[src/rtl/req_stager.sv]
// rtl/req_stager.sv - per-port request staging between sources and a fixed-priority arbiter
// Optional starvation counters are compiled in with REQ_STAGER_STARVE_EN.
module req_stager #(
  parameter int NUM_PORTS    = 5,
  parameter int STARVE_LIMIT = 15
) (
  input  logic                             clk_i,
  input  logic                             rst_i,
  input  logic [NUM_PORTS-1:0]             src_valid_i,
  output logic [NUM_PORTS-1:0]             src_ready_o,
  output logic [NUM_PORTS-1:0]             req_o,
  input  logic [NUM_PORTS-1:0]             gnt_i,
  output logic [NUM_PORTS-1:0]             done_o,
  output logic [$clog2(NUM_PORTS+1)-1:0]   pend_cnt_o,
  output logic [NUM_PORTS-1:0]             starve_o,
  output logic                             err_o
);

  localparam int CNT_W = $clog2(NUM_PORTS+1);
  localparam logic [NUM_PORTS-1:0] ONE = NUM_PORTS'(1);

  logic [NUM_PORTS-1:0] pend_q, pend_d;
  logic [NUM_PORTS-1:0] done_q;
  logic [CNT_W-1:0]     pend_cnt_q, pend_cnt_d;
  logic                 err_q, err_d;
  logic [NUM_PORTS-1:0] accept, retire;
  logic                 gnt_multi, gnt_orphan;

  // A port can only accept while idle and only retire while pending, so the
  // two never coincide on the same port.
  assign accept     = src_valid_i & ~pend_q;
  assign retire     = gnt_i & pend_q;
  assign gnt_multi  = |(gnt_i & (gnt_i - ONE));
  assign gnt_orphan = |(gnt_i & ~pend_q);

  always_comb begin
    pend_d     = (pend_q & ~retire) | accept;
    err_d      = err_q | gnt_multi | gnt_orphan;
    pend_cnt_d = '0;
    for (int p = 0; p < NUM_PORTS; p++) begin
      pend_cnt_d = pend_cnt_d + CNT_W'(pend_d[p]);
    end
  end

  always_ff @(posedge clk_i) begin
    if (rst_i) begin
      pend_q     <= '0;
      done_q     <= '0;
      pend_cnt_q <= '0;
      err_q      <= 1'b0;
    end else begin
      pend_q     <= pend_d;
      done_q     <= retire;
      pend_cnt_q <= pend_cnt_d;
      err_q      <= err_d;
    end
  end

  assign src_ready_o = ~pend_q;
  assign req_o       = pend_q;
  assign done_o      = done_q;
  assign pend_cnt_o  = pend_cnt_q;
  assign err_o       = err_q;

`ifdef REQ_STAGER_STARVE_EN
  localparam int SW = $clog2(STARVE_LIMIT+1);
  localparam logic [SW-1:0] LIMIT = SW'(STARVE_LIMIT);

  logic [SW-1:0] starve_cnt_q [NUM_PORTS];
  logic [SW-1:0] starve_cnt_d [NUM_PORTS];

  always_comb begin
    for (int p = 0; p < NUM_PORTS; p++) begin
      starve_cnt_d[p] = starve_cnt_q[p];
      if (retire[p] || !pend_q[p]) begin
        starve_cnt_d[p] = '0;
      end else if (starve_cnt_q[p] != LIMIT) begin
        starve_cnt_d[p] = starve_cnt_q[p] + SW'(1);
      end
    end
  end

  always_ff @(posedge clk_i) begin
    for (int p = 0; p < NUM_PORTS; p++) begin
      if (rst_i) begin
        starve_cnt_q[p] <= '0;
      end else begin
        starve_cnt_q[p] <= starve_cnt_d[p];
      end
    end
  end

  always_comb begin
    starve_o = '0;
    for (int p = 0; p < NUM_PORTS; p++) begin
      starve_o[p] = (starve_cnt_q[p] == LIMIT);
    end
  end
`else
  assign starve_o = '0;
`endif

endmodule

[config.mk]
export PLATFORM = sky130hd
export DESIGN_NAME = req_stager
export DESIGN_NICKNAME = d
export VERILOG_FILES = /design/src/rtl/req_stager.sv
export SDC_FILE = /design/constraint.sdc
export NUM_CORES = 1
export LEC_CHECK = 0
export BUFFER_PORTS_ARGS = -buffer_cell sky130_fd_sc_hd__buf_2
export CORE_MARGIN = 3
export CORE_UTILIZATION = 40
export CTS_CLUSTER_SIZE = 12
export DETAILED_ROUTE_END_ITERATION = 8
export PLACE_DENSITY = 0.76
export SYNTH_ARGS = -nofsm -noshare
export SYNTH_HDL_FRONTEND = slang
export SYNTH_SLANG_ARGS = --single-unit
[constraint.sdc]
create_clock -name clk_i -period 2.3 [get_ports clk_i]
set_clock_uncertainty 0.1 [all_clocks]
set_input_delay 0.345 -clock clk_i [delete_from_list [all_inputs] [get_ports clk_i]]
set_output_delay 0.345 -clock clk_i [all_outputs]
set_load 0.02 [all_outputs]
==> results list <==
- Status: completed
- The initial antenna violation count is 0.
- In the final timing run, aggregate negative setup slack is 0 ps.
- Buffer type at the clock tree root: sky130_fd_sc_hd__clkbuf_4
* Area enclosed by the die boundary: 0.00194 mm2
* Area delta synth->final: 33.8%
- Entering global routing, the biggest net connects 15 pins.
- Buffers placed on the I/O ports in this run total 30.
- 36 I/O pins were placed.
- Met2 Usage GRT: 0.230
* Worst slack at placement: -13.1 ps
* Via count normalized by instance count: 4.42
- Of the total power, the share spent switching nets is 0.303.
- H-Tree Depth: 1
* Clock Latency Late Sink: 270 ps
- Core region area: 0.00133 mm2
* Setup crit end kind: flip-flop
- Initial DRC Count: 5
* Peak fanout along the critical path: 5
* Worst VDD drop: ~0.33 mV
* Hold Vio Cnt, Final: 0
* First-pass GRT wire length: 1.88 mm
- Pwr Density: about 770 mW/mm2
- Pint: ~420 uW
- Post-Synthesis Mean Instance Area: about 9.0 um2
- Placed standard-cell area: 737 um2
- Path type of the worst setup path: reg2reg
- Share of power burned in the clock network: 0.292
- Half-perimeter wire length of the detailed placement result: 942 um
- After global routing, the most crowded layer is met2.
* Total number of nets in the final design: ~110
- The clock passes through at most 2 buffers.
* Post-route ant nets: 0
* Starting density of the core: 0.433
* CP startpoint kind: flip-flop
- Fmax: around 460 MHz
- TritonCTS clock tree: done
- The tree built by TritonCTS fans out to 14 sinks.
- The routed design has between 1 and 1.5 mm of wire.
- 0 antenna diodes ended up in the layout.
- The pre-antenna-repair detailed-routing pass consisted of 4 iterations.
- The final route contains 499 vias.
- Dividing the final minimum period by the clock period gives 0.952.
* Slowest library cell on the worst path: sky130_fd_sc_hd__fa_1
* Data required time of the critical path: 2370 ps
* Vias in the first global route: approximately 450
- Walking the worst path, the cells encountered are nand2_1 > o21ai_0 > fa_1 > inv_1 > fa_1 > ha_1 > nor2b_1.
* Post-synthesis sequential area ratio: 0.485
- Placer's final routability congestion estimate: 0.736
* Psw: about 180 uW
- TritonCTS Buffers: 3
- Number of placement rows: 13
- On the worst path, the slowest cell contributes a delay of 530 ps.
- Measured along the y axis, the die boundary spans 44.0 um.
- The analysis attributes to cell leakage a power of 0.000409 uW.
- Synthesis inferred 14 register bits.
- Setup Buffers After CTS: 0
- Die width: 44.0 um
* Top library cells by usage in the layout, fill and taps aside: sky130_fd_sc_hd__buf_2 (30), sky130_fd_sc_hd__dfxtp_1 (13), sky130_fd_sc_hd__inv_1 (7), sky130_fd_sc_hd__nor2_1 (7), sky130_fd_sc_hd__nor2b_1 (6)
* Arr. time, crit path: about 2300 ps
- Setup repair after global routing left no endpoint under its margin.
* M1 GR Usage: 0.146
- Post-CTS resize count: 0
* Post-layout min period: 2190 ps
* Final worst slack: between 100 and 150 ps
* Most common cell after layout, fill and taps aside: sky130_fd_sc_hd__buf_2
- Routed length per instance: approximately 11 um
- Hold_buf cts: 0
- Sequential share of power: 0.460
- Proportion of layout cells with a drive suffix above 1: 0.388
* Grt ovf: 0
* Worst hold slack: 218 ps
- In the global route stage, overall resource usage came out at 0.138.
- In this design, the critical path's most frequently occurring cell is sky130_fd_sc_hd__fa_1.
- Of the total power, combinational logic draws 0.248.
- After routing the design area is 773 um2.
- Count of pins over their slew limit: 0
* Count of different cell masters after synthesis: 19
- Post-Synthesis Cell Area: 578 um2
- The tightest min-delay check is of the in2reg type.
- Syn Inst Count: 64
* Total of endpoints with negative setup slack in the final report: 0
* Max_cap viols: 0
* Global-route met3 utilization: 0.0366
* Clock-pin transition on the worst setup and hold timing paths: around 80 ps
- DRC Markers: 0
- Yosys printed 0 warnings.
==> power by group through the flow <==
stage	Combinational (uW)	Clock [uW]	Sequential [uW]
global route	164	192	277
CTS	150	181	275
global placement	143	0	280
floorplan	72.4	0	308
detailed placement	149	0	280
finish	148	175	275
==> cells by family (layout without fill, tap and decap cells) <==
group                      count (synthesis)  in the layout  share of synthesized area
muxes                                      1              1                     0.0173
other                                      1              5                    0.00649
adders and majority gates                  3              3                     0.0909
buffers and inverters                     14             44                      0.123
and+or+nand+nor                           22             22                      0.184
AOI/OAI and AO/OA                          9              9                     0.0931
DFF                                       14             14                      0.485
==> final timing paths <==
check	from	to	slack, ps	cells past startpoint
max reg2reg	req_o[3]$_SDFF_PP0_	pend_cnt_o[1]$_SDFF_PP0_	110	7
max	req_o[3]$_SDFF_PP0_	pend_cnt_o[1]$_SDFF_PP0_	110	7
min	gnt_i[4]	done_o[4]$_SDFF_PP0_	220	3
min reg2reg	req_o[0]$_SDFF_PP0_	done_o[0]$_SDFF_PP0_	390	2
==> per-stage QoR <==
step	std cells	total power [uW]	util
floorplan	68	380	-
global placement	109	424	0.553
detailed placement	109	429	0.553
CTS	113	606	0.580
global route	113	634	0.580
finish	113	598	0.580
==> final cells by class <==
cell class                      count  area [um2]
Timing Repair Buffer               32         165
Inverter                            8        30.0
Sequential cell                    14         282
Tap cell                           15        18.8
Fill cell                         134         561
Multi-Input combinational cell     40         241
Clock buffer                        4        36.3
==> critical path, delay by kind of cell (launching register included) <==
kind                       cells  cell delay, ps
AOI/OAI and AO/OA              1             140
and+or+nand+nor                2             220
buffers and inverters          1              60
adders and majority gates      3            1210
DFF                            1             350
==> per-layer routing <==
metal	vias up	part of all wire
li1	260	-
met1	219	0.42
met2	18	0.49
met3	2	0.077
met4	0	0.012
met5	-	0
==> sequential cells by signal (all words and copies together) (netlist names) <==
register / cells
done_o: 5
req_o: 5
pend_cnt_o: 3
err_o: 1
==> synthesized netlist by cell type <==
| cell | number | share of area |
|---|---|---|
| sky130_fd_sc_hd__nand2_1 | 5 | 0.032 |
| sky130_fd_sc_hd__dfxtp_1 | 14 | 0.48 |
| sky130_fd_sc_hd__nand3b_1 | 1 | 0.013 |
| sky130_fd_sc_hd__a21oi_1 | 2 | 0.017 |
| sky130_fd_sc_hd__buf_4 | 5 | 0.065 |
| sky130_fd_sc_hd__and3_1 | 1 | 0.011 |
| sky130_fd_sc_hd__ha_1 | 1 | 0.022 |
| sky130_fd_sc_hd__o21a_1 | 2 | 0.026 |
| sky130_fd_sc_hd__fa_1 | 2 | 0.069 |
| sky130_fd_sc_hd__o21ai_0 | 3 | 0.026 |
| sky130_fd_sc_hd__nor2b_1 | 6 | 0.065 |
| sky130_fd_sc_hd__mux2i_1 | 1 | 0.017 |
| sky130_fd_sc_hd__o22ai_1 | 1 | 0.011 |
| sky130_fd_sc_hd__nor3_1 | 2 | 0.017 |
| sky130_fd_sc_hd__conb_1 | 1 | 0.0065 |
| sky130_fd_sc_hd__inv_1 | 8 | 0.052 |
| sky130_fd_sc_hd__a22oi_1 | 1 | 0.013 |
| sky130_fd_sc_hd__clkbuf_1 | 1 | 0.0065 |
| sky130_fd_sc_hd__nor2_1 | 7 | 0.045 |
No activity file was read; power rests on OpenSTA's default activity.
